## src/rtl/dds_freq_meter_if.sv

```systemverilog
// ----------------------------------------------------------------------------
// dds_freq_meter_if
// Bundles the sample stream, the enable and the result handshake of the
// DDS frequency meter.
//   master : the meter (consumes en/din/meas_ready, drives the result)
//   slave  : the environment (drives en/din/meas_ready, consumes the result)
// Signals:
//   en          measurement enable
//   din         offset-binary sample, one per clock
//   f_est       recovered frequency word
//   period      clocks between the last two crossings in the gate
//   no_sig      result produced by ARM timeout
//   meas_valid  result available
//   meas_ready  consumer accepts the result
// ----------------------------------------------------------------------------
interface dds_freq_meter_if #(
    parameter int DATA_W   = 8,
    parameter int F_WORD_N = 32,
    parameter int PER_W    = 16
);
    logic                en;
    logic [DATA_W-1:0]   din;
    logic [F_WORD_N-1:0] f_est;
    logic [PER_W-1:0]    period;
    logic                no_sig;
    logic                meas_valid;
    logic                meas_ready;

    modport master (
        input  en, din, meas_ready,
        output f_est, period, no_sig, meas_valid
    );

    modport slave (
        output en, din, meas_ready,
        input  f_est, period, no_sig, meas_valid
    );
endinterface

```

## src/rtl/dds_freq_meter.sv

```systemverilog
// ----------------------------------------------------------------------------
// dds_freq_meter
// Recovers the DDS frequency control word from a periodic offset-binary
// waveform. Rising midscale crossings (Schmitt trigger) are counted over a
// gate of 2^GATE_LOG2 clocks; the count shifted left by F_WORD_N-GATE_LOG2
// is the frequency word. The clock count of the last full period in the gate
// is reported alongside. Results leave through a valid/ready handshake.
// Ports:
//   clk  system clock, one sample per cycle
//   rst  asynchronous active-high reset
//   bus  dds_freq_meter_if.master (en, din, f_est, period, no_sig,
//        meas_valid, meas_ready)
// ----------------------------------------------------------------------------
module dds_freq_meter #(
    parameter int DATA_W    = 8,
    parameter int F_WORD_N  = 32,
    parameter int GATE_LOG2 = 16,
    parameter int HYST      = 4,
    parameter int PER_W     = 16
) (
    input logic              clk,
    input logic              rst,
    dds_freq_meter_if.master bus
);
    typedef enum logic [1:0] {IDLE, ARM, GATE, HOLD} state_t;

    localparam int SHIFT = F_WORD_N - GATE_LOG2;
    localparam int MID   = 2 ** (DATA_W - 1);
    localparam logic [DATA_W-1:0]    HI_TH    = DATA_W'(MID + HYST);
    localparam logic [DATA_W-1:0]    LO_TH    = DATA_W'(MID - HYST);
    localparam logic [GATE_LOG2-1:0] TMR_LAST = '1;

    state_t                state_q, state_d;
    logic                  sig_hi_q, sig_hi_d;
    logic                  sig_prev_q, sig_prev_d;
    logic [GATE_LOG2-1:0]  tmr_q, tmr_d;
    logic [GATE_LOG2:0]    xcnt_q, xcnt_d;
    logic [PER_W-1:0]      per_cnt_q, per_cnt_d;
    logic [PER_W-1:0]      last_per_q, last_per_d;
    logic [F_WORD_N-1:0]   f_est_q, f_est_d;
    logic [PER_W-1:0]      period_q, period_d;
    logic                  no_sig_q, no_sig_d;
    logic                  valid_q, valid_d;

    logic                  xing;
    logic [PER_W-1:0]      per_inc;
    logic [GATE_LOG2:0]    xcnt_fin;

    function automatic logic [PER_W-1:0] sat_inc(input logic [PER_W-1:0] v);
        return (v == '1) ? v : v + 1'b1;
    endfunction

    always_comb begin
        // Schmitt trigger: inside the band the previous decision is held.
        sig_hi_d = sig_hi_q;
        if (bus.din >= HI_TH) begin
            sig_hi_d = 1'b1;
        end else if (bus.din <= LO_TH) begin
            sig_hi_d = 1'b0;
        end
        sig_prev_d = sig_hi_q;
        xing       = sig_hi_q & ~sig_prev_q;

        // Period count including the current cycle, and crossing count
        // including a crossing on the current cycle (matters on the last
        // gate cycle, where the result is loaded in the same cycle).
        per_inc  = sat_inc(per_cnt_q);
        xcnt_fin = xcnt_q + {{GATE_LOG2{1'b0}}, xing};

        state_d    = state_q;
        tmr_d      = tmr_q;
        xcnt_d     = xcnt_q;
        per_cnt_d  = per_cnt_q;
        last_per_d = last_per_q;
        f_est_d    = f_est_q;
        period_d   = period_q;
        no_sig_d   = no_sig_q;
        valid_d    = valid_q;

        case (state_q)
            IDLE: begin
                if (bus.en) begin
                    state_d = ARM;
                    tmr_d   = '0;
                end
            end
            // tmr counts ARM cycles here and gate cycles in GATE.
            ARM: begin
                if (!bus.en) begin
                    state_d = IDLE;
                    tmr_d   = '0;
                end else if (xing) begin
                    state_d    = GATE;
                    tmr_d      = '0;
                    xcnt_d     = '0;
                    per_cnt_d  = '0;
                    last_per_d = '0;
                end else if (tmr_q == TMR_LAST) begin
                    state_d  = HOLD;
                    tmr_d    = '0;
                    f_est_d  = '0;
                    period_d = '0;
                    no_sig_d = 1'b1;
                    valid_d  = 1'b1;
                end else begin
                    tmr_d = tmr_q + 1'b1;
                end
            end
            GATE: begin
                if (!bus.en) begin
                    state_d    = IDLE;
                    tmr_d      = '0;
                    xcnt_d     = '0;
                    per_cnt_d  = '0;
                    last_per_d = '0;
                end else begin
                    tmr_d     = tmr_q + 1'b1;
                    per_cnt_d = xing ? '0 : per_inc;
                    if (xing) begin
                        xcnt_d     = xcnt_fin;
                        last_per_d = per_inc;
                    end
                    if (tmr_q == TMR_LAST) begin
                        state_d  = HOLD;
                        f_est_d  = F_WORD_N'(xcnt_fin) << SHIFT;
                        period_d = xing ? per_inc : last_per_q;
                        no_sig_d = 1'b0;
                        valid_d  = 1'b1;
                    end
                end
            end
            HOLD: begin
                if (bus.meas_ready) begin
                    valid_d = 1'b0;
                    tmr_d   = '0;
                    state_d = bus.en ? ARM : IDLE;
                end
            end
            default: state_d = IDLE;
        endcase
    end

    always_ff @(posedge clk or posedge rst) begin
        if (rst) begin
            state_q    <= IDLE;
            sig_hi_q   <= 1'b0;
            sig_prev_q <= 1'b0;
            tmr_q      <= '0;
            xcnt_q     <= '0;
            per_cnt_q  <= '0;
            last_per_q <= '0;
            f_est_q    <= '0;
            period_q   <= '0;
            no_sig_q   <= 1'b0;
            valid_q    <= 1'b0;
        end else begin
            state_q    <= state_d;
            sig_hi_q   <= sig_hi_d;
            sig_prev_q <= sig_prev_d;
            tmr_q      <= tmr_d;
            xcnt_q     <= xcnt_d;
            per_cnt_q  <= per_cnt_d;
            last_per_q <= last_per_d;
            f_est_q    <= f_est_d;
            period_q   <= period_d;
            no_sig_q   <= no_sig_d;
            valid_q    <= valid_d;
        end
    end

    assign bus.f_est      = f_est_q;
    assign bus.period     = period_q;
    assign bus.no_sig     = no_sig_q;
    assign bus.meas_valid = valid_q;
endmodule

```

## src/flat_wrapper.sv

```systemverilog
// flat-port wrapper written by rule: the top's interface ports become plain ports
module dds_freq_meter_flat 
#(
    parameter int DATA_W    = 8,
    parameter int F_WORD_N  = 32,
    parameter int GATE_LOG2 = 16,
    parameter int HYST      = 4,
    parameter int PER_W     = 16
)
  (clk, rst, bus_en, bus_din, bus_meas_ready, bus_f_est, bus_period, bus_no_sig, bus_meas_valid);
  dds_freq_meter_if #(.DATA_W(DATA_W), .F_WORD_N(F_WORD_N), .PER_W(PER_W)) bus_i ();
  input logic clk;
  input logic rst;
  input wire logic [$bits(bus_i.en)-1:0] bus_en;
  input wire logic [$bits(bus_i.din)-1:0] bus_din;
  input wire logic [$bits(bus_i.meas_ready)-1:0] bus_meas_ready;
  output wire logic [$bits(bus_i.f_est)-1:0] bus_f_est;
  output wire logic [$bits(bus_i.period)-1:0] bus_period;
  output wire logic [$bits(bus_i.no_sig)-1:0] bus_no_sig;
  output wire logic [$bits(bus_i.meas_valid)-1:0] bus_meas_valid;
  assign bus_i.en = bus_en;
  assign bus_i.din = bus_din;
  assign bus_i.meas_ready = bus_meas_ready;
  assign bus_f_est = bus_i.f_est;
  assign bus_period = bus_i.period;
  assign bus_no_sig = bus_i.no_sig;
  assign bus_meas_valid = bus_i.meas_valid;
  dds_freq_meter #(.DATA_W(DATA_W), .F_WORD_N(F_WORD_N), .GATE_LOG2(GATE_LOG2), .HYST(HYST), .PER_W(PER_W)) u_core (.clk(clk), .rst(rst), .bus(bus_i));
endmodule
```

## config.mk

```make
export PLATFORM = sky130hd
export DESIGN_NAME = dds_freq_meter_flat
export DESIGN_NICKNAME = d
export VERILOG_FILES = /design/src/rtl/dds_freq_meter_if.sv /design/src/rtl/dds_freq_meter.sv /design/src/flat_wrapper.sv
export SDC_FILE = /design/constraint.sdc
export NUM_CORES = 1
export LEC_CHECK = 0
export BUFFER_PORTS_ARGS = -buffer_cell sky130_fd_sc_hd__buf_2
export CORE_MARGIN = 5
export CORE_UTILIZATION = 64
export DETAILED_ROUTE_END_ITERATION = 10
export GPL_ROUTABILITY_DRIVEN = 1
export PLACE_DENSITY = 0.95
export SLEW_MARGIN = 20
export SYNTH_ARGS = -nofsm -noshare
export SYNTH_HDL_FRONTEND = slang
export SYNTH_SLANG_ARGS = --single-unit
```

## constraint.sdc

```tcl
create_clock -name clk -period 6.9 [get_ports clk]
set_input_delay 1.38 -clock clk [delete_from_list [all_inputs] [get_ports clk]]
set_output_delay 1.38 -clock clk [all_outputs]
set_load 0.05 [all_outputs]
```

# --- Word level (Yosys, flattened, before mapping) ---
# Index checks and enable logic that the tools add are counted.
classes:
  addsub: 3
  n_lt_le_gt_ge: 2
  eq_ne: 14
  mux: 55
  bitwise: 2
  reduce_logical: 9
ops:
  columns: ["cell", "n"]
  rows:
  - ["$mux 16", 18]
  - ["$mux 32", 5]
  - ["$pmux 16 s2", 3]
  - ["$mux 17", 4]
  - ["$pmux 16 s4", 1]
  - ["$pmux 32 s2", 1]
  - ["$pmux 17 s2", 1]
  - ["$add 16x1->16 const B", 2]
  - ["$eq 16x16->1 const B", 2]
  - ["$add 17x1->17", 1]
  - ["$mux 1", 13]
  - ["$mux 2", 6]
  - ["$ne 2x2->1 const B", 5]
  - ["$ge 8x8->1 const B", 1]
  - ["$le 8x7->1 const B", 1]
  - ["$pmux 2 s4", 1]
  - ["$ne 2x1->1 const B", 3]
  - ["$reduce_and 6->1", 1]
  - ["$reduce_and 5->1", 1]
  - ["$eq 2x2->1 const B", 2]
  - ["$reduce_and 4->1", 1]
  - ["$reduce_bool 2->1", 2]
  - ["$ne 3x2->1 const B", 1]
  - ["$pmux 1 s3", 1]
  - ["other kinds (8)", 8]
word_totals:
  ff_bits: 119
  output_inout_bits: 50

# --- Longest topological paths before layout ---
# Gate-level depths: netlist of run 1.
logic_depth:
  word_depth: 6
  mapped_depth: 10
  mapped_depth_nobuf: 9

# --- Worst setup path after synthesis of run 1 ---
# OpenSTA, ideal clock, no wires.
synth_path:
  path_type: "input to register"
  startpoint: "input bus_en"
  endpoint: "register u_core.per_cnt_q[11]"
  setup_time_ns: 0.078
  t_arrival_ns: 2.548
  required_ns: 6.822
  slack_ns: 4.274
  path_stages: 7
  path_cell_list: "buf_2 -> nand3_1 -> or3_1 -> clkbuf_1 -> a21oi_1 -> nor2_1 -> a21oi_1"
synth_via:
  elab_chain_len: 2
  elab_cells_between_ends: 4
  classes_between: "1 x eq/ne; 2 x mux; 1 x reduce/logical"
synth_rtl:
  columns: ["element", "line", "source"]
  rows:
  - ["from (decl)", "flat_wrapper.sv:14", "input wire logic [$bits(bus_i.en)-1:0] bus_en;"]
  - ["$mux 16 or $ne 2x2->1 (tied branches)", null, null]
  - ["$pmux 16 s2 or $reduce_and 3->1 (tied branches)", null, null]
  - ["to (signal assigned)", "dds_freq_meter.sv:162", "per_cnt_q <= per_cnt_d;"]
  - ["to (decl)", "dds_freq_meter.sv:38", "logic [PER_W-1:0] per_cnt_q, per_cnt_d;"]
# Parallel ways exist; a longest one is shown, timed or not.
# A chain may end at the register's enable or synchronous reset.

# --- Final worst setup path of run 1 ---
layout_path:
  startpoint: "register u_core.sig_hi_q"
  endpoint: "register u_core.f_est_q[28] (netlist: u_core.bus.f_est[28])"
layout_via:
  elab_chain_len: 5
  elab_cells_between_ends: 7
  classes_between: "1 x add/sub; 1 x eq/ne; 3 x mux; 1 x bitwise; 1 x reduce/logical"
layout_rtl:
  columns: ["element", "line", "source"]
  rows:
  - ["from (decl)", "dds_freq_meter.sv:34", "logic sig_hi_q, sig_hi_d;"]
  - ["from (signal assigned)", "dds_freq_meter.sv:158", "sig_hi_q <= sig_hi_d;"]
  - ["$and 1x1->1 *", "dds_freq_meter.sv:62", "xing = sig_hi_q & ~sig_prev_q;"]
  - ["$add 17x1->17", "dds_freq_meter.sv:68", "xcnt_fin = xcnt_q + {{GATE_LOG2{1'b0}}, xing};"]
  - ["$mux 32", "dds_freq_meter.sv:123", "if (tmr_q == TMR_LAST) begin"]
  - ["$mux 32", "dds_freq_meter.sv:110", "if (!bus.en) begin"]
  - ["$pmux 32 s2", "dds_freq_meter.sv:80", "case (state_q)"]
  - ["to (signal assigned)", "dds_freq_meter.sv:164", "f_est_q <= f_est_d;"]
  - ["to (decl)", "dds_freq_meter.sv:40", "logic [F_WORD_N-1:0] f_est_q, f_est_d;"]
# Every way passes the cells marked *; elsewhere a longest branch is shown, timed or not. The select of a mux whose other input is x is not followed.

==> flow_summary.html, run 1 <==
<table>
<tr><th>Metric</th><th>Value</th></tr>
<tr><th colspan="2">CTS</th></tr>
<tr><td>Insertion delay to the later sink of the worst-skew pair</td><td>0.37 ns</td></tr>
<tr><td>CTS buffer count</td><td>9</td></tr>
<tr><td>CTS H-tree lvls</td><td>3</td></tr>
<tr><td>Clock tree from TritonCTS</td><td>yes</td></tr>
<tr><td>Deepest clock path buffer count</td><td>2</td></tr>
<tr><td>Setup repair bufs after CTS</td><td>0</td></tr>
<tr><td>Number of sinks on the clock net</td><td>102</td></tr>
<tr><td>Number of buffers inserted by hold repair at cts</td><td>0</td></tr>
<tr><td>Count of instances resized after the clock tree is built</td><td>0</td></tr>
<tr><td>Root buffer cell</td><td>clkbuf_8</td></tr>
<tr><td>Clock-pin slew of the registers on the worst-case setup and hold paths</td><td>about 0.1 ns</td></tr>
<tr><th colspan="2">Cells and area</th></tr>
<tr><td>Fill cells</td><td>~660</td></tr>
<tr><td>Share of final-layout standard cells stronger than drive strength 1</td><td>approximately 12%</td></tr>
<tr><td>Final net count</td><td>around 670</td></tr>
<tr><td>Antenna Diode Count</td><td>0</td></tr>
<tr><td>Area delta synth-&gt;final</td><td>5.783%</td></tr>
<tr><td>Post-route standard cell area excluding fillers</td><td>approximately 5900 µm²</td></tr>
<tr><th colspan="2">Routing</th></tr>
<tr><td>Via total after detailed routing</td><td>4,915</td></tr>
<tr><td>Post-DR vias/cell</td><td>6.425</td></tr>
<tr><td>DRT Pass-1 Iters</td><td>6</td></tr>
<tr><td>DRC violation count after routing</td><td>0</td></tr>
<tr><td>DRC violation total after the first TritonRoute iteration</td><td>around 610</td></tr>
<tr><td>Post-route ant nets</td><td>0</td></tr>
<tr><td>DR WL/cell</td><td>between 15 and 20 µm</td></tr>
<tr><td>Detailed-route wire length</td><td>about 13,000 µm</td></tr>
<tr><th colspan="2">Critical path</th></tr>
<tr><td>Type of the worst setup path</td><td>register to register</td></tr>
<tr><td>Critical path's top delay family</td><td>buffers and inverters</td></tr>
<tr><td>Highest cell delay on the worst timing path</td><td>0.92 ns</td></tr>
<tr><td>Launching element type of the critical path</td><td>register</td></tr>
<tr><td>Critical-path cell list</td><td>nand2b_1 &gt; clkinv_1 &gt; ha_1 &gt; ha_1 &gt; inv_1 &gt; nor2_1 &gt; nand3_1 &gt; xor2_1 &gt; o21ai_0</td></tr>
<tr><td>Required time of the critical path</td><td>7.12 ns</td></tr>
<tr><td>Slowest stage cell, crit path</td><td>clkinv_1</td></tr>
<tr><td>Sort of element at the end of the critical path</td><td>register</td></tr>
<tr><td>Dominant cell type by count on the critical path</td><td>ha_1</td></tr>
<tr><td>Data arrival time of the critical path</td><td>around 3.8 ns</td></tr>
<tr><td>Buffering stage count on the worst path with inverters included</td><td>2</td></tr>
<tr><td>Worst Path Max Fanout</td><td>27</td></tr>
<tr><th colspan="2">STA</th></tr>
<tr><td>Worst Slack Setup Final</td><td>about 3.4 ns</td></tr>
<tr><td>Maximum clock rate</td><td>~280 MHz</td></tr>
<tr><td>Final Skew</td><td>approximately 0.019 ns</td></tr>
<tr><td>Final total negative setup slack</td><td>0 ns</td></tr>
<tr><td>Count of final hold-check violations</td><td>0</td></tr>
<tr><td>Hold slack final</td><td>about 0.47 ns</td></tr>
<tr><td>Worst slew pin tran</td><td>between 1 and 1.5 ns</td></tr>
<tr><td>Minimum period implied by the final worst setup slack</td><td>around 3.5 ns</td></tr>
<tr><td>Number of setup violations in the final report</td><td>0</td></tr>
<tr><td>Final cycle utilization of the critical path</td><td>around 51%</td></tr>
<tr><td>Number of max-slew violations in the final report</td><td>0</td></tr>
<tr><td>RSZ-0062 raised after global routing</td><td>false</td></tr>
<tr><td>Slew HR</td><td>around a third</td></tr>
<tr><th colspan="2">Floorplanning</th></tr>
<tr><td>Initial core utilization</td><td>around two thirds</td></tr>
<tr><td>Area of the core region</td><td>~8600 µm²</td></tr>
<tr><td>Die Span Y</td><td>about 100 µm</td></tr>
<tr><td># rows</td><td>34</td></tr>
<tr><td>Total die area</td><td>approximately 11,000 µm²</td></tr>
<tr><td>Number of top-level pins</td><td>62</td></tr>
<tr><td>Floorplan die width</td><td>103.6 µm</td></tr>
<tr><th colspan="2">Power and ir drop</th></tr>
<tr><td>Leak Pwr</td><td>around 0.0027 µW</td></tr>
<tr><td>PD cells</td><td>a little over 200 nW/µm²</td></tr>
<tr><td>Post-layout power</td><td>roughly 1200 µW</td></tr>
<tr><td>Worst-case vdd ir drop</td><td>about 0.14 mV</td></tr>
<tr><th colspan="2">Logic synthesis</th></tr>
<tr><td>Synthesized netlist cell count</td><td>roughly 630</td></tr>
<tr><td>Number of synthesized register bits</td><td>about 100</td></tr>
<tr><td>Number of distinct library cells after synthesis</td><td>63</td></tr>
<tr><td>Number of flops mapped to enable cells by yosys</td><td>0</td></tr>
<tr><td>Netlist area before placement</td><td>roughly 5600 µm²</td></tr>
<tr><td>Mapped Avg Cell Area</td><td>about 8.9 µm²</td></tr>
<tr><td>Main synth FF type</td><td>dfrtp_1</td></tr>
<tr><td>Count of synthesis-stage warnings from yosys</td><td>0</td></tr>
<tr><td>Share of synthesized flip-flops with an asynchronous set or reset</td><td>between 90% and 100%</td></tr>
<tr><td>Sequential element share of the synthesized area</td><td>approximately 46%</td></tr>
<tr><th colspan="2">Global routing</th></tr>
<tr><td>Overall overflow remaining after global route</td><td>0</td></tr>
<tr><td>Number of global-route vias before repair</td><td>around 4,700</td></tr>
<tr><td>Maximum number of pins on one net before global-route repair</td><td>between 70 and 80</td></tr>
<tr><td>First-pass GRT wire length</td><td>~23,000 µm</td></tr>
<tr><td>Antenna violations before repair</td><td>0</td></tr>
<tr><td>Overall global routing resource usage</td><td>24.90%</td></tr>
<tr><th colspan="2">Placement</th></tr>
<tr><td>Post-place instance area</td><td>about 5700 µm²</td></tr>
<tr><td>Placer congestion estimate</td><td>0.8716</td></tr>
<tr><td>Setup slack after placement</td><td>around 3.4 ns</td></tr>
<tr><td>DP HPWL</td><td>9114 µm</td></tr>
<tr><td>Port Buf Inserts</td><td>45</td></tr>
<tr><th colspan="2">Outcome</th></tr>
<tr><td>Result of the run</td><td>complete, no violations</td></tr>
<tr><th colspan="2">Min path</th></tr>
<tr><td>Class of the tightest hold or removal check</td><td>register to register</td></tr>
<tr><th colspan="2">Flow run</th></tr>
<tr><td>Max-cap violations</td><td>0</td></tr>
</table>
[flip-flops by register name, summed over array words and instances (netlist names), 2 cells and up]
signal	cells
u_core.bus.f_est	16
u_core.bus.period	16
u_core.last_per_q	16
u_core.per_cnt_q	16
u_core.state_q	2
u_core.tmr_q	16
u_core.xcnt_q	16
[stage by stage]
| step | std cells | utilization (%) |
|---|---|---|
| 6_report | 765 | 68.65 |
| 5_1_grt | 765 | 68.65 |
| 2_1_floorplan | 647 | - |
| 4_1_cts | 765 | 68.65 |
| 3_3_place_gp | 749 | 66.55 |
| 3_5_place_dp | 749 | 66.55 |
[synthesized netlist by cell type (all sizes together), types with 10 or more instances]
| cell | count | area (µm²) |
|---|---|---|
| buf | 38 | 242.7 |
| inv | 19 | 71.32 |
| a21oi | 33 | 165.2 |
| nand4 | 18 | 118.9 |
| o31ai | 13 | 97.59 |
| a31oi | 11 | 68.82 |
| nor2 | 29 | 108.9 |
| a22o | 10 | 87.58 |
| o21ai | 79 | 399.1 |
| nor3 | 10 | 55.05 |
| nand2 | 103 | 391.6 |
| nand3 | 26 | 135.1 |
| dfrtp | 102 | 2552 |
| xor2 | 11 | 96.34 |
| clkbuf | 17 | 63.81 |
[cell usage in the layout, fill, tap and decap left out, types with 4 or more instances in the layout]
cell        n
nand4_1    17
o21ai_0    75
conb_1     16
dfrtp_1   102
xnor2_1     9
mux2i_1     6
a31oi_1    11
a21o_1      4
o211ai_1    4
a211oi_1    4
a22o_1     10
nand2b_1    6
and2_1      6
nand2_1   101
clkbuf_8    9
nor4_1      4
xor2_1     11
inv_1      18
and3_1      9
nor2_1     29
nor3_1      9
buf_2      45
a21oi_1    33
o31ai_1    13
buf_4       4
o22ai_1     5
ha_1        9
nand3_1    25
a22oi_1     5
[area by class of cell]
type                       instances  area [µm²]  area share, %
multi-input combinational        470        2726          45.99
sequential                       102        2552          43.06
timing repair buffer              49       255.2          4.306
tap                              108       135.1          2.279
clock buffer                      10       127.6          2.153
inverter                          20       77.57          1.309
clock inverter                     6       53.80         0.9076
[metal layers]
layer / GRT usage [%] / routed length (µm) / vias up
li1: - / - / 2259
met1: 35.71 / 5693 / 2349
met2: 38.52 / 6104 / 287
met3: 4.104 / 1288 / 20
met4: 8.622 / 196 / 0
met5: 0 / 0 / -
[cells by family (layout without fill, tap and decap cells)]
kind of cell	count (synthesis)	after routing	synth area share, %
buf+inv	75	85	6.809
flops	102	102	45.55
fa+ha+maj	9	9	2.009
compound gates	188	188	20.56
simple gates	230	230	20.61
mux	7	7	1.273
other cells	1	16	0.06691
xor+xnor	20	20	3.126
[worst min-delay path, delay by kind of cell (launching register included)]
kind | cells | cell delay [ns]
DFF | 1 | 0.34
and+or+nand+nor | 2 | 0.10
[worst paths after layout]
path	slack, ns	to	cells after the start	start
min in group asynchronous	0.96	u_core.xcnt_q[10]	2	rst
worst min-delay path	0.47	u_core.bus.f_est[17]	2	u_core.bus.f_est[17]
max in group asynchronous	4.66	u_core.tmr_q[14]	3	rst
worst min register to register	0.47	u_core.bus.f_est[17]	2	u_core.bus.f_est[17]
worst max register to register	3.37	u_core.bus.f_est[28]	9	u_core.sig_hi_q
worst max-delay path	3.37	u_core.bus.f_est[28]	9	u_core.sig_hi_q
[power by group]
part           total (µW)  switching [µW]  internal [µW]
Combinational         245             184           60.9
Sequential            612            8.30            604
Clock                 358             220            138
Total                1220             412            803
No activity file was read; power rests on OpenSTA's default activity.
==> run 2: changes to the inputs <==
--- a/config.mk
+++ b/config.mk
@@ -5,12 +5,13 @@
 export SDC_FILE = /design/constraint.sdc
 export NUM_CORES = 1
 export LEC_CHECK = 0
+export ABC_AREA = 1
 export BUFFER_PORTS_ARGS = -buffer_cell sky130_fd_sc_hd__buf_2
 export CORE_MARGIN = 5
-export CORE_UTILIZATION = 64
+export CORE_UTILIZATION = 53
 export DETAILED_ROUTE_END_ITERATION = 10
 export GPL_ROUTABILITY_DRIVEN = 1
-export PLACE_DENSITY = 0.95
+export PLACE_DENSITY = 0.86
 export SLEW_MARGIN = 20
 export SYNTH_ARGS = -nofsm -noshare
 export SYNTH_HDL_FRONTEND = slang
==> constraint.sdc (replaced) <==
create_clock -name clk -period 3 [get_ports clk]
set_input_delay 0.6 -clock clk [delete_from_list [all_inputs] [get_ports clk]]
set_output_delay 0.6 -clock clk [all_outputs]
set_load 0.05 [all_outputs]
==> flow_summary.html, run 2 <==
<table>
<tr><th>Metric</th><th>Value</th></tr>
<tr><th colspan="2">Outcome</th></tr>
<tr><td>Result of the run</td><td>complete, no violations</td></tr>
<tr><th colspan="2">Flow run</th></tr>
<tr><td>Max-cap violations</td><td>0</td></tr>
<tr><th colspan="2">Critical path</th></tr>
<tr><td>Required time of the critical path</td><td>approximately 3.3 ns</td></tr>
<tr><td>Sort of element at the end of the critical path</td><td>register</td></tr>
<tr><td>Launching element type of the critical path</td><td>register</td></tr>
<tr><td>Worst r2r path cells</td><td>9</td></tr>
<tr><td>Worst flop-to-flop path endpoint</td><td>u_core.bus.f_est[29]</td></tr>
<tr><td>Startpoint of the lowest-slack register-to-register path</td><td>u_core.sig_hi_q</td></tr>
<tr><td>Data arrival time of the critical path</td><td>~2.7 ns</td></tr>
<tr><td>Type of the worst setup path</td><td>register to register</td></tr>
<tr><td>Flop2flop setup slack</td><td>~0.62 ns</td></tr>
<tr><td>Worst Path Max Fanout</td><td>18</td></tr>
<tr><th colspan="2">Floorplanning</th></tr>
<tr><td># rows</td><td>37</td></tr>
<tr><td>Area of the core region</td><td>10,230 µm²</td></tr>
<tr><td>Total die area</td><td>between 10,000 and 15,000 µm²</td></tr>
<tr><td>Number of top-level pins</td><td>62</td></tr>
<tr><td>Die Span Y</td><td>between 100 and 150 µm</td></tr>
<tr><td>Floorplan die width</td><td>around 110 µm</td></tr>
<tr><td>Initial core utilization</td><td>54.03%</td></tr>
<tr><th colspan="2">Global routing</th></tr>
<tr><td>Overall global routing resource usage</td><td>about 19%</td></tr>
<tr><td>Overall overflow remaining after global route</td><td>0</td></tr>
<tr><td>Maximum number of pins on one net before global-route repair</td><td>103</td></tr>
<tr><td>First-pass GRT wire length</td><td>20,440 µm</td></tr>
<tr><td>Number of global-route vias before repair</td><td>4,423</td></tr>
<tr><td>Antenna violations before repair</td><td>0</td></tr>
<tr><th colspan="2">CTS</th></tr>
<tr><td>Insertion delay to the later sink of the worst-skew pair</td><td>roughly 0.39 ns</td></tr>
<tr><td>CTS H-tree lvls</td><td>3</td></tr>
<tr><td>Number of buffers inserted by hold repair at cts</td><td>0</td></tr>
<tr><td>Root buffer cell</td><td>clkbuf_8</td></tr>
<tr><td>Clock-pin slew of the registers on the worst-case setup and hold paths</td><td>between 0.1 and 0.15 ns</td></tr>
<tr><td>Count of instances resized after the clock tree is built</td><td>0</td></tr>
<tr><td>Number of sinks on the clock net</td><td>102</td></tr>
<tr><td>Setup repair bufs after CTS</td><td>0</td></tr>
<tr><td>Clock tree from TritonCTS</td><td>yes</td></tr>
<tr><td>CTS buffer count</td><td>9</td></tr>
<tr><td>Deepest clock path buffer count</td><td>2</td></tr>
<tr><th colspan="2">Cells and area</th></tr>
<tr><td>Most used cells in the layout excluding fill and tap cells</td><td>nand2_1 (254), dfrtp_1 (102), inv_1 (66), nor2_1 (53), nand3_1 (48)</td></tr>
<tr><td>Final net count</td><td>slightly below 800</td></tr>
<tr><td>Antenna Diode Count</td><td>0</td></tr>
<tr><td>Area delta synth-&gt;final</td><td>9.076%</td></tr>
<tr><td>Most common cell after layout, fill and taps aside</td><td>nand2_1</td></tr>
<tr><td>Final core occ</td><td>58.93%</td></tr>
<tr><td>Fin cells</td><td>roughly 900</td></tr>
<tr><td>Share of final-layout standard cells stronger than drive strength 1</td><td>between 10% and 20%</td></tr>
<tr><th colspan="2">STA</th></tr>
<tr><td>Worst slew pin tran</td><td>roughly 0.56 ns</td></tr>
<tr><td>Final cycle utilization of the critical path</td><td>79.37%</td></tr>
<tr><td>Count of final hold-check violations</td><td>0</td></tr>
<tr><td>Maximum clock rate</td><td>420.0 MHz</td></tr>
<tr><td>RSZ-0062 raised after global routing</td><td>false</td></tr>
<tr><td>Final Skew</td><td>between 0.01 and 0.015 ns</td></tr>
<tr><td>Number of setup violations in the final report</td><td>0</td></tr>
<tr><td>Slew HR</td><td>62.57%</td></tr>
<tr><td>Minimum period implied by the final worst setup slack</td><td>approximately 2.4 ns</td></tr>
<tr><td>Final total negative setup slack</td><td>0 ns</td></tr>
<tr><td>Number of max-slew violations in the final report</td><td>0</td></tr>
<tr><th colspan="2">Logic synthesis</th></tr>
<tr><td>Most area-consuming cells after synthesis</td><td>dfrtp_1 (46%), nand2_1 (17%), inv_1 (4.5%)</td></tr>
<tr><td>Number of distinct library cells after synthesis</td><td>38</td></tr>
<tr><td>Synthesized netlist cell count</td><td>a little over 700</td></tr>
<tr><td>Mapped Avg Cell Area</td><td>about 7.7 µm²</td></tr>
<tr><td>Netlist area before placement</td><td>5528 µm²</td></tr>
<tr><td>Fraction of synthesized cell area taken by the top area cell type</td><td>~46%</td></tr>
<tr><td>Number of flops mapped to enable cells by yosys</td><td>0</td></tr>
<tr><td>Number of synthesized register bits</td><td>about 100</td></tr>
<tr><td>Count of synthesis-stage warnings from yosys</td><td>0</td></tr>
<tr><td>Cell taking the most area after synthesis</td><td>dfrtp_1</td></tr>
<tr><td>Most frequent cells after synthesis</td><td>nand2_1 (254), dfrtp_1 (102), inv_1 (67), nor2_1 (53), nand3_1 (48)</td></tr>
<tr><td>Sequential element share of the synthesized area</td><td>between 40% and 50%</td></tr>
<tr><td>Most common cell in the synthesized netlist</td><td>nand2_1</td></tr>
<tr><td>Main synth FF type</td><td>dfrtp_1</td></tr>
<tr><td>Share of synthesized flip-flops with an asynchronous set or reset</td><td>between 90% and 100%</td></tr>
<tr><th colspan="2">Placement</th></tr>
<tr><td>Number of cells in the design after placement</td><td>between 800 and 900</td></tr>
<tr><td>Placer congestion estimate</td><td>0.9527</td></tr>
<tr><td>Port Buf Inserts</td><td>between 40 and 50</td></tr>
<tr><td>DP HPWL</td><td>8342 µm</td></tr>
<tr><th colspan="2">Routing</th></tr>
<tr><td>Post-DR vias/cell</td><td>approximately 5.1</td></tr>
<tr><td>Via total after detailed routing</td><td>between 4,000 and 5,000</td></tr>
<tr><td>DRC violation count after routing</td><td>0</td></tr>
<tr><td>DR WL/cell</td><td>approximately 13 µm</td></tr>
<tr><td>Detailed-route wire length</td><td>11,750 µm</td></tr>
<tr><td>Post-route ant nets</td><td>0</td></tr>
<tr><td>DRT Pass-1 Iters</td><td>5</td></tr>
<tr><td>DRC violation total after the first TritonRoute iteration</td><td>253</td></tr>
<tr><th colspan="2">Power and ir drop</th></tr>
<tr><td>Sequential group share of total power</td><td>about half</td></tr>
<tr><td>Leak Pwr</td><td>around 0.0031 µW</td></tr>
<tr><td>Switching share of power</td><td>about 33%</td></tr>
<tr><td>Worst-case vdd ir drop</td><td>approximately 0.33 mV</td></tr>
<tr><td>Clock network fraction of design power</td><td>34.1%</td></tr>
<tr><td>Combinational power share</td><td>roughly 17%</td></tr>
<tr><td>PD cells</td><td>472.9 nW/µm²</td></tr>
<tr><td>Cell Int Power</td><td>approximately 1900 µW</td></tr>
<tr><td>Switching power total</td><td>937.6 µW</td></tr>
<tr><th colspan="2">Min path</th></tr>
<tr><td>Class of the tightest hold or removal check</td><td>primary input to asynchronous set/reset pin</td></tr>
</table>
## run 2: changes by cell type after synthesis, sizes merged, moves of 10 or more
cell | before | now
a31oi | 11 | 1
inv | 19 | 75
o31ai | 13 | 1
buf | 38 | 27
a21oi | 33 | 14
a22o | 10 | 0
nor2 | 29 | 63
o21ai | 79 | 44
nand2 | 103 | 258
nand3 | 26 | 49
clkbuf | 17 | 4
## run 2: power by group through the flow
stage	Combinational, µW	Clock, µW	Sequential (µW)
after global routing	522	1040	1410
after detailed placement	466	0	1440
after global placement	455	0	1430
after floorplan	396	0	1430
after CTS	470	977	1410
final	471	972	1410
## run 2: worst max path at each step
stage / startpoint / to / slack (ns) / cells past startpoint
finish: u_core.sig_hi_q / u_core.bus.f_est[29] / 0.62 / 9
global placement: u_core.sig_hi_q / u_core.bus.f_est[29] / 0.66 / 9
CTS: u_core.sig_hi_q / u_core.bus.f_est[29] / 0.64 / 9
global route: u_core.sig_hi_q / u_core.bus.f_est[27] / 0.40 / 8
detailed placement: u_core.sig_hi_q / u_core.xcnt_q[11] / 0.69 / 8
floorplan: u_core.sig_hi_q / u_core.xcnt_q[14] / 0.89 / 14
## run 2: through the flow
| stage | area [µm²] | hold slack (ns) | setup slack [ns] | power, µW |
|---|---|---|---|---|
| global route | 6030 | 0.4014 | 0.4001 | 2978 |
| finish | 6030 | 0.3401 | 0.6190 | 2851 |
| floorplan | 5588 | 0.4307 | 0.8929 | 1828 |
| detailed placement | 5808 | 0.4609 | 0.6873 | 1902 |
| global placement | 5808 | 0.4538 | 0.6642 | 1889 |
| CTS | 6030 | 0.3786 | 0.6408 | 2855 |
## run 2: routing by layer
| layer | up-vias | global-route usage [%] | routed length [µm] |
|---|---|---|---|
| met5 | - | 0 | 0 |
| met4 | 0 | 5.369 | 184 |
| met3 | 17 | 3.450 | 569 |
| met2 | 114 | 32.30 | 5740 |
| met1 | 2172 | 26.23 | 5254 |
| li1 | 2309 | - | - |
## run 2: worst max-delay path, stage by stage, from the launching register on
cell	delay (ns)
dfrtp_1	0.43
inv_2	0.06
nor2_4	0.35
ha_1	0.25
nand3_1	0.16
nor3_1	0.46
nand3_1	0.22
xnor2_1	0.26
nand2_1	0.09
nand2_1	0.07
## run 2: cells by family after synthesis
kind of cell               synth area share, %
and+or+nand+nor                          30.53
buffers and inverters                    9.122
DFF                                      46.17
AOI/OAI and AO/OA                        8.262
xor gates and xnor gates                 3.803
adders and majority gates                2.037
other                                  0.06784
## run 2: cell type report
type / count / area (µm²)
fillers: 917 / 4202
flip-flops and latches: 102 / 2552
clock inverters: 7 / 97.59
well taps: 136 / 170.2
clock buffers: 9 / 123.9
repair buffers: 48 / 260.3
multi-input cells: 518 / 2527
inverters: 78 / 297.8
